**src/rtl/frame_buffer_arbiter.sv**
```systemverilog
// Arbitrates one single-port, double-banked pixel RAM between the display read path and the
// compute engine. Bank swaps are deferred until the display is idle and compute is quiet.
//
// state   | meaning
// --------+-----------------------------------------------------------------
// NORMAL  | no swap outstanding
// PENDING | swap requested, waiting for display idle and no compute request
module frame_buffer_arbiter #(
   parameter int ADDR_W   = 6,
   parameter int DATA_W   = 24,
   parameter int MAX_WAIT = 4
) (
   input  logic              clk,
   input  logic              rst,
   input  logic              disp_req,
   input  logic [ADDR_W-1:0] disp_addr,
   output logic              disp_gnt,
   output logic              disp_rvalid,
   output logic [DATA_W-1:0] disp_rdata,
   input  logic              disp_frame_active,
   input  logic              calc_req,
   input  logic              calc_we,
   input  logic [ADDR_W-1:0] calc_addr,
   input  logic [DATA_W-1:0] calc_wdata,
   output logic              calc_gnt,
   output logic              calc_rvalid,
   output logic [DATA_W-1:0] calc_rdata,
   input  logic              swap_req,
   output logic              swap_ack,
   output logic              front_bank,
   output logic              mem_en,
   output logic              mem_we,
   output logic [ADDR_W:0]   mem_addr,
   output logic [DATA_W-1:0] mem_wdata,
   input  logic [DATA_W-1:0] mem_rdata
);

   localparam int WCNT_W = $clog2(MAX_WAIT + 1);

   typedef enum logic {NORMAL, PENDING} swap_state_t;

   swap_state_t       state_q;
   logic              front_bank_q;
   logic              swap_ack_q;
   logic              disp_rvalid_q;
   logic              calc_rvalid_q;
   logic [WCNT_W-1:0] wait_cnt_q, wait_cnt_d;
   logic              calc_prio;

   assign calc_prio = (wait_cnt_q == WCNT_W'(MAX_WAIT));

   // Display wins by default; a starved compute request takes one slot.
   always_comb begin
      disp_gnt = 1'b0;
      calc_gnt = 1'b0;
      if (!rst) begin
         if (calc_req && (calc_prio || !disp_req)) begin
            calc_gnt = 1'b1;
         end else if (disp_req) begin
            disp_gnt = 1'b1;
         end
      end
   end

   assign mem_en    = disp_gnt | calc_gnt;
   assign mem_we    = calc_gnt & calc_we;
   assign mem_addr  = calc_gnt ? {~front_bank_q, calc_addr} : {front_bank_q, disp_addr};
   assign mem_wdata = calc_wdata;

   always_comb begin
      wait_cnt_d = '0;
      if (calc_req && !calc_gnt) begin
         wait_cnt_d = calc_prio ? wait_cnt_q : wait_cnt_q + WCNT_W'(1);
      end
   end

   always_ff @(posedge clk) begin
      if (rst) begin
         wait_cnt_q    <= '0;
         disp_rvalid_q <= 1'b0;
         calc_rvalid_q <= 1'b0;
      end else begin
         wait_cnt_q    <= wait_cnt_d;
         disp_rvalid_q <= disp_gnt;
         calc_rvalid_q <= calc_gnt & ~calc_we;
      end
   end

   always_ff @(posedge clk) begin
      if (rst) begin
         state_q      <= NORMAL;
         front_bank_q <= 1'b0;
         swap_ack_q   <= 1'b0;
      end else begin
         swap_ack_q <= 1'b0;
         case (state_q)
            NORMAL: begin
               if (swap_req) state_q <= PENDING;
            end
            PENDING: begin
               if (!disp_frame_active && !calc_req) begin
                  front_bank_q <= ~front_bank_q;
                  swap_ack_q   <= 1'b1;
                  state_q      <= NORMAL;
               end
            end
         endcase
      end
   end

   // Read returns issued just before a reset are suppressed while reset is held.
   assign disp_rvalid = disp_rvalid_q & ~rst;
   assign calc_rvalid = calc_rvalid_q & ~rst;
   assign disp_rdata  = mem_rdata;
   assign calc_rdata  = mem_rdata;
   assign swap_ack    = swap_ack_q & ~rst;
   assign front_bank  = front_bank_q;

endmodule
```
**config.mk**
```make
export PLATFORM = sky130hd
export DESIGN_NAME = frame_buffer_arbiter
export DESIGN_NICKNAME = d
export VERILOG_FILES = /design/src/rtl/frame_buffer_arbiter.sv
export SDC_FILE = /design/constraint.sdc
export NUM_CORES = 1
export LEC_CHECK = 0
export ABC_AREA = 0
export CORE_AREA = 5 5 57 59
export CTS_CLUSTER_SIZE = 40
export DETAILED_ROUTE_END_ITERATION = 10
export DIE_AREA = 0 0 62 64
export DONT_BUFFER_PORTS = 1
export GPL_TIMING_DRIVEN = 0
export PLACE_DENSITY = 0.6
export SYNTH_ARGS = -nofsm -noshare
export SYNTH_HDL_FRONTEND = slang
export SYNTH_SLANG_ARGS = --single-unit
```
**constraint.sdc**
```tcl
create_clock -name clk -period 2.2 [get_ports clk]
set_clock_uncertainty 0.05 [all_clocks]
set_input_delay 0.44 -clock clk [delete_from_list [all_inputs] [get_ports clk]]
set_output_delay 0.44 -clock clk [all_outputs]
set_load 0.1 [all_outputs]
```
After elaboration in Yosys (flattened, before gate mapping)
Index checks and enable logic that the tools add are counted.
{"block": "classes", "addsub": 1, "n_eq_ne": 1, "muxes": 10, "n_bitwise": 11, "n_reduce_logical": 11}
{"operator": "$mux W1", "count": 8}
{"operator": "$mux W7", "count": 1}
{"operator": "$and A1 B1 Y1", "count": 5}
{"operator": "$not A1 Y1", "count": 5}
{"operator": "$logic_not A1 Y1", "count": 4}
{"operator": "$reduce_or A2 Y1", "count": 2}
{"operator": "$add A3 B1 Y3 const B", "count": 1}
{"operator": "$eq A3 B3 Y1 const B", "count": 1}
{"operator": "$logic_and A1 B1 Y1", "count": 3}
{"operator": "$pmux W1 S2", "count": 1}
{"operator": "$reduce_and A2 Y1", "count": 1}
{"operator": "$logic_or A1 B1 Y1", "count": 1}
{"operator": "$or A1 B1 Y1", "count": 1}
{"block": "word_totals", "ff_bits": 8, "in_bits": 67, "out_inout_bits": 87, "word_cells": 40}

Logic depth before layout (Yosys ltp)
Gate-level depths: netlist of the first run.
{"block": "logic_depth", "word_depth": 9, "mapped_depth": 5, "depth_no_buf": 5}

Worst setup path after synthesis of the first run
OpenSTA, ideal clock, no wires.
{"block": "synth_timing", "path_kind": "input -> output", "start": "input port rst", "end": "output port disp_gnt", "t_arrival_ps": 2985, "required_time_ps": 1710, "path_slack_ps": -1275, "cell_stages": 2, "path_buffers": 1, "path_cell_list": "clkbuf_1 > a311oi_1"}
{"block": "synth_between", "elab_chain_len": 1}
{"item": "start, declared", "line": "14", "text": "input logic rst,"}
{"item": "$mux W1", "line": "56", "text": "if (!rst) begin"}
{"item": "end, declared", "line": "17", "text": "output logic disp_gnt,"}
No other way between the ends.

Worst setup path after layout of the first run
{"block": "layout_timing", "start": "register wait_cnt_q[0]", "end": "output port disp_gnt"}
{"block": "layout_between", "elab_chain_len": 5}
{"item": "start, declared", "line": "47", "text": "logic [WCNT_W-1:0] wait_cnt_q, wait_cnt_d;"}
{"item": "start signal, assigned", "line": "83", "text": "wait_cnt_q <= wait_cnt_d;"}
{"item": "$eq A3 B3 Y1", "line": "50", "text": "assign calc_prio = (wait_cnt_q == WCNT_W'(MAX_WAIT));"}
{"item": "$logic_or A1 B1 Y1", "line": "57", "text": "if (calc_req && (calc_prio || !disp_req)) begin"}
{"item": "$logic_and A1 B1 Y1", "line": "57"}
{"item": "$mux W1", "line": "57"}
{"item": "$mux W1", "line": "56"}
No other way between the ends.

==> out/qor.txt, run 1 <==
Status - finished, violations left
Failing checks - setup timing
Fin crit share - 109%
Beginning of the critical path - wait_cnt_q[0]
Post-layout util - 44.5%
Worst setup SP type - flop
Vias in the first global route - 704
TritonCTS clock tree - built
Warnings from Yosys - 0
Clock latency on the worst-skew pair - 260 ps
Pre-CTS setup slack - -75.5 ps
Reg clk slew, reported paths - 60 ps
Post-Synth XOR/XNOR Area - 1.71%
Critical path buffer and inverter count - 2
First DRT Iteration DRCs - 9
Layout area overhead - 15.6%
CORE AREA - 0.00266 mm2
RSZ-0062 raised after global routing - true
Met2 Track Usage GR - 22.9%
Final setup margin - -202 ps
Final ANT Viol Nets - 0
Worst EP arrival - 1910 ps
Final Cell Area - 0.00118 mm2
Post-synthesis sequential area ratio - 15.6%
Crit path time final - 2400 ps
Fin nets - 195
Peak VDD IR - 0.000511 V
Pint - 335 uW
Seq pwr share - 15.0%
Slowest cell on the critical path - a311oi_4
WHS - 206 ps
CP Class - flop to primary output
Count of final hold-check violations - 0
Rows - 19
Routed WL per cell - 17.8 um
FMAX - 0.416 GHz
Starting Density - 38.5%
DR DRC count - 0
Netlist cell types - 19
Die area - 0.00397 mm2
Synth Area in Simple Gates - 12.7%
Share of cells above drive strength 1 - 82.3%
Initial DRT Pass Iterations - 2
Die Wd - 62 um
Final wirelength - 2760 um
Slew Limit Headroom - 22.6%
Post-synthesis adder-cell area fraction - 2.44%
Grt total ovfl - 0
CTS Buf Count - 3
Fin Setup TNS - -550 ps
HP Start - calc_we
Pleak - 0.606 nW
Worst path depth - 4
Initial antenna violation count - 0
Area after DPL - 0.00112 mm2
Largest net degree at the start of global routing - 11
Top delay family on crit path - compound AO/OA/AOI/OAI gates
Worst hold stages - 1
Mapped Cells - 117
Syn nets - 186
Post-DP HPWL - 2510 um
CTS H-Tree Depth - 1
Clock Power Share - 11.0%
Sw Share - 68.7%
Slew Limit Fails - 0
Die Ht - 64 um
Worst Setup End Kind - primary output
Synth Area per Inst - 8.76 um2
HP Class - input port to flop
Vias/cell - 4.68
GPL Wtd Cong - 0.650
Comb pwr share - 74.0%
Grt met1 use - 8.98%
GRT busiest layer - met2
N_diodes - 0
R2R cell count - 5
Compound-cell area share of the yosys netlist - 3.54%
Final setup viols - 5
Mapped cell area - 0.00102 mm2
Global-route wire length before repair - 3350 um
Reg2reg start - wait_cnt_q[0]
Tot GR Track Use - 11.6%
Maxcap violations - 0
Required @ worst endpoint - 1710 ps
M3 GR Usage - 6.84%
Root buffer cell - clkbuf_4
Combinational family with the most area after synthesis - buffers and inverters
Max FO, Critical Path - 3
P_sw - 734 uW
Mux contribution to synthesized area - 9.77%
I/O Buffers - 0
#FFs+latches synth - 8
Via count - 726
Max incr delay on CP - 970 ps
Clock sinks - 8
Max clock buf depth - 2
# IOs - 154
Crit path cell chain - inv_2, ha_4, buf_4, a311oi_4
Power density over the cells - 902 mW/mm2
Slew at the pin closest to its max-slew limit - 1170 ps
final timing paths:
path / to / slack [ps]
max: disp_gnt / -200
min: calc_rvalid_q / 210
max reg2reg: wait_cnt_q[1] / 990
min reg2reg: state_q / 450
per-layer routing:
layer  wire length (um)  up-vias  share of wire [%]
met3                573        0                 21
met2               1580       83                 57
met1                601      328                 22
met4                  0        0                  0
li1                   -      315                  -
met5                  0        -                  0
worst register-to-register path: stages (launching register included):
cell and delay, ps:
dfxtp_2 330, inv_2 50, ha_4 160, a21boi_4 210, buf_4 190, and3_1 160
repair_timing:
action / in CTS / in global routing
gates cloned: 1 / 0
pin swaps: 4 / 1
endpoints found under the setup margin: 9 / 9
setup buffers: 3 / 0
hold endpoints to repair: 0 / 0
hold buffers: 0 / 0
gates resized for setup: 5 / 1
power by group through the flow:
stage | Sequential (mW) | Combinational (mW) | Clock (mW)
after floorplan | 0.163 | 0.769 | 0
after global placement | 0.163 | 0.785 | 0
after detailed placement | 0.163 | 0.789 | 0
after CTS | 0.161 | 0.794 | 0.121
after global routing | 0.161 | 0.802 | 0.137
final | 0.161 | 0.790 | 0.117
state kept, by name, summed over array words and instances (netlist names):
register,flops
wait_cnt_q,3
disp_rvalid_q,1
front_bank,1
calc_rvalid_q,1
state_q,1
swap_ack_q,1
cells by family (layout without fill, tap and decap cells):
| kind of cell | count (synthesis) | count (layout) |
|---|---|---|
| xor+xnor | 2 | 2 |
| simple gates | 19 | 20 |
| fa+ha+maj | 2 | 2 |
| flops | 8 | 8 |
| mux | 7 | 7 |
| buf+inv | 76 | 82 |
| compound gates | 3 | 3 |
synth_stat cells (all sizes together):
cell type  instances  share of area (%)
nor3b              1                1.2
xnor2              1               0.85
and2               1               0.61
dfxtp              8                 16
clkbuf             1               0.37
a21boi             1                1.8
mux2               6                8.8
a311oi             2                1.7
xor2               1               0.85
nor2               6                3.8
nor3               3                1.5
buf               72                 53
nand2b             1                1.3
ha                 2                2.4
and3               2                1.2
inv                3                1.1
mux2i              1               0.98
nor2b              5                3.1
per-stage QoR:
stage | power, mW | instances
finish | 1.07 | 155
CTS | 1.08 | 155
global placement | 0.948 | 148
detailed placement | 0.952 | 148
global route | 1.10 | 155
floorplan | 0.931 | 117
cell type report:
class	count	area [um2]
clock buffers	3	22.5
repair buffers	3	22.5
fillers	251	1480
well taps	31	38.8
plain buffers	73	544
multi-input cells	34	382
flip-flops and latches	8	164
inverters	3	11.3
placed cells by master, fill, tap and decap left out:
master / netlist / layout
and2_4: 0 / 1
nor3_1: 3 / 3
nor2b_1: 5 / 2
ha_4: 0 / 1
xor2_4: 0 / 1
ha_1: 2 / 1
nor2_4: 0 / 1
and3_1: 2 / 2
a21boi_4: 1 / 1
buf_4: 72 / 75
inv_1: 3 / 1
nor2_1: 5 / 4
mux2_4: 6 / 6
dfxtp_1: 8 / 5
nor2b_2: 0 / 3
clkbuf_1: 1 / 1
a311oi_4: 0 / 1
inv_2: 0 / 2
dfxtp_2: 0 / 3
nor2_2: 0 / 1
mux2i_1: 1 / 1
nand2b_4: 1 / 1
nor3b_2: 1 / 1
clkbuf_4: 0 / 3
xnor2_1: 1 / 1
a311oi_1: 2 / 1
nor2_8: 1 / 1
Power figures use the tool's default switching activity.
==> run 2: changes to the inputs <==
--- a/config.mk
+++ b/config.mk
@@ -13,3 +13,2 @@
 export DONT_BUFFER_PORTS = 1
-export GPL_TIMING_DRIVEN = 0
 export PLACE_DENSITY = 0.6
@@ -18 +17,2 @@
 export SYNTH_SLANG_ARGS = --single-unit
+export TNS_END_PERCENT = 5
==> constraint.sdc (replaced) <==
create_clock -name clk -period 2.2 [get_ports clk]
set_clock_uncertainty 0.05 [all_clocks]
set_input_delay 0.55 -clock clk [delete_from_list [all_inputs] [get_ports clk]]
set_output_delay 0.55 -clock clk [all_outputs]
set_load 0.1 [all_outputs]
==> out/qor.txt, run 2 (synthesis gave the netlist of run 1 again) <==
Status - finished, violations left
Failing checks - setup timing
HP Class - input port to flop
HP Start - rst
# hold bufs at CTS - 0 (unchanged)
Layout area overhead - -28.3%
Initial DRT Pass Iterations - 4 (+2)
Final wirelength - 1980 um (-28%)
Share of cells above drive strength 1 - 61.0% (-21 points)
Largest net degree at the start of global routing - 12 (+1)
Max FO, Critical Path - 4 (+1)
Global-route wire length before repair - 2480 um (-26%)
Vias in the first global route - 464 (-34%)
Count of final hold-check violations - 0 (unchanged)
Root buffer cell - clkbuf_4
Initial antenna violation count - 0 (unchanged)
Fill count - 273 (+8.8%)
Max FFs per register - 3 (unchanged)
Max Used Layer - met4
Slew Limit Fails - 0 (unchanged)
Reg-to-reg critical path endpoint - wait_cnt_q[1]
Wl on met1 - 378 um (-37%)
R2R Setup Slk - 950 ps (-40 ps)
RSZ-0062 raised after global routing - true
CORE AREA - 0.00266 mm2 (unchanged)
Clock latency on the worst-skew pair - 250 ps (about the same)
Die area - 0.00397 mm2 (unchanged)
Worst Setup End Kind - primary output
Grt total ovfl - 0 (unchanged)
Pleak - 0.309 nW (-49%)
Worst EP arrival - 1630 ps (-280 ps)
Slew at the pin closest to its max-slew limit - 299 ps (-867 ps)
Crit path time final - 2230 ps (-173 ps)
Final ANT Viol Nets - 0 (unchanged)
Biggest register - wait_cnt_q
Reg area - 163 um2 (-0.76%)
Most common cell after layout, fill and taps aside - buf_4
Vias/cell - 4.92 (+5.1%)
DR DRC count - 0 (unchanged)
FMAX - 0.449 GHz (+7.8%)
GPL Wtd Cong - 0.743 (+14%)
Met3 WL post-DR - 587 um (+2.4%)
Hold endpoint - swap_ack_q
Reg2reg start - wait_cnt_q[0]
Die Wd - 62 um (unchanged)
Post-layout util - 27.6% (-17 points)
CP Class - flop to primary output
First DRT Iteration DRCs - 9 (unchanged)
Reg clk slew, reported paths - 50 ps (about the same)
Final setup margin - -28.3 ps (+173 ps)
Fin crit share - 101% (-7.9 points)
Max clock buf depth - 2 (unchanged)
N_diodes - 0 (unchanged)
CTS H-Tree Depth - 1 (unchanged)
TritonCTS clock tree - built
Maxcap violations - 0 (unchanged)
Peak VDD IR - 0.000208 V (-59%)
Final setup viols - 6 (+1)
CTS Buf Count - 3 (unchanged)
Rows - 19 (unchanged)
Routed WL per cell - 22.0 um (+24%)
Die Ht - 64 um (unchanged)
Slew Limit Headroom - 80.1% (+57 points)
R2R cell count - 5 (unchanged)
I/O Buffers - 0 (unchanged)
Most frequent cells in the layout - buf_4 (8), mux2_4 (6), dfxtp_1 (6)
Tot GR Track Use - 8.76% (-2.8 points)
Fin Setup TNS - -116 ps (+434 ps)
Via count - 443 (-39%)
Power density over the cells - 615 mW/mm2 (-32%)
Starting Density - 38.5% (unchanged)
# IOs - 154 (unchanged)
Worst setup SP type - flop
Clock sinks - 8 (unchanged)
Fin nets - 130 (-33%)
Worst hold stages - 1 (unchanged)
Area of the multi-input gates - 379 um2 (-0.66%)
Required @ worst endpoint - 1600 ps (-110 ps)
WL met2 - 927 um (-41%)
[run 2: repair_timing]
item,in CTS,in global routing
endpoints found under the setup margin,8,8
cloned,0,1
hold endpoints to repair,0,0
buffers inserted,1,0
pin swaps,2,4
gates resized for setup,1,5
[run 2: layout make-up]
| class | count | area share (%) |
|---|---|---|
| repair buffers | 11 | 16.4 |
| flip-flops and latches | 8 | 22.1 |
| multi-input cells | 34 | 51.6 |
| clock buffers | 3 | 3.07 |
| inverters | 3 | 1.53 |
| well taps | 31 | 5.28 |
[run 2: worst max path at each step]
stage	startpoint	endpoint	slack [ps]	cells after the start
finish	wait_cnt_q[0]	mem_addr[4]	-30	5
global route	wait_cnt_q[0]	mem_addr[4]	-70	5
CTS	wait_cnt_q[0]	mem_addr[5]	-20	5
detailed placement	wait_cnt_q[0]	mem_addr[5]	160	5
global placement	disp_req	mem_addr[5]	180	3
floorplan	rst	calc_rvalid	-520	2
[run 2: power breakdown]
part / total (mW) / switching (mW) / internal, mW
combinational: 0.187 / 0.138 / 0.0490
sequential: 0.153 / 0.00315 / 0.150
clock: 0.112 / 0.0495 / 0.0624
total: 0.452 / 0.190 / 0.262
[run 2: layer usage]
metal | GRT usage, % | vias to the layer above
li1 | - | 181
met4 | 5.57 | 0
met3 | 8.65 | 20
met1 | 5.06 | 181
met2 | 15.2 | 61
met5 | 0 | -
[run 2: critical path, cell delays in order, from the launching register on]
cell      delay (ps)
dfxtp_2          330
inv_2             40
ha_4             160
a21boi_4         280
nor2_4           100
mux2_4           450
[run 2: through the flow]
| stage | instance area (um2) | std cells | setup WS [ps] | hold slack, ps | total power [mW] |
|---|---|---|---|---|---|
| after global routing | 734 | 90 | -74.7 | 300 | 0.470 |
| final | 734 | 90 | -28.3 | 315 | 0.452 |
| after CTS | 711 | 89 | -17.6 | 309 | 0.454 |
| after global placement | 678 | 85 | 181 | 425 | 0.337 |
| after floorplan | 1060 | 117 | -517 | 413 | 0.931 |
| after detailed placement | 678 | 85 | 159 | 453 | 0.338 |
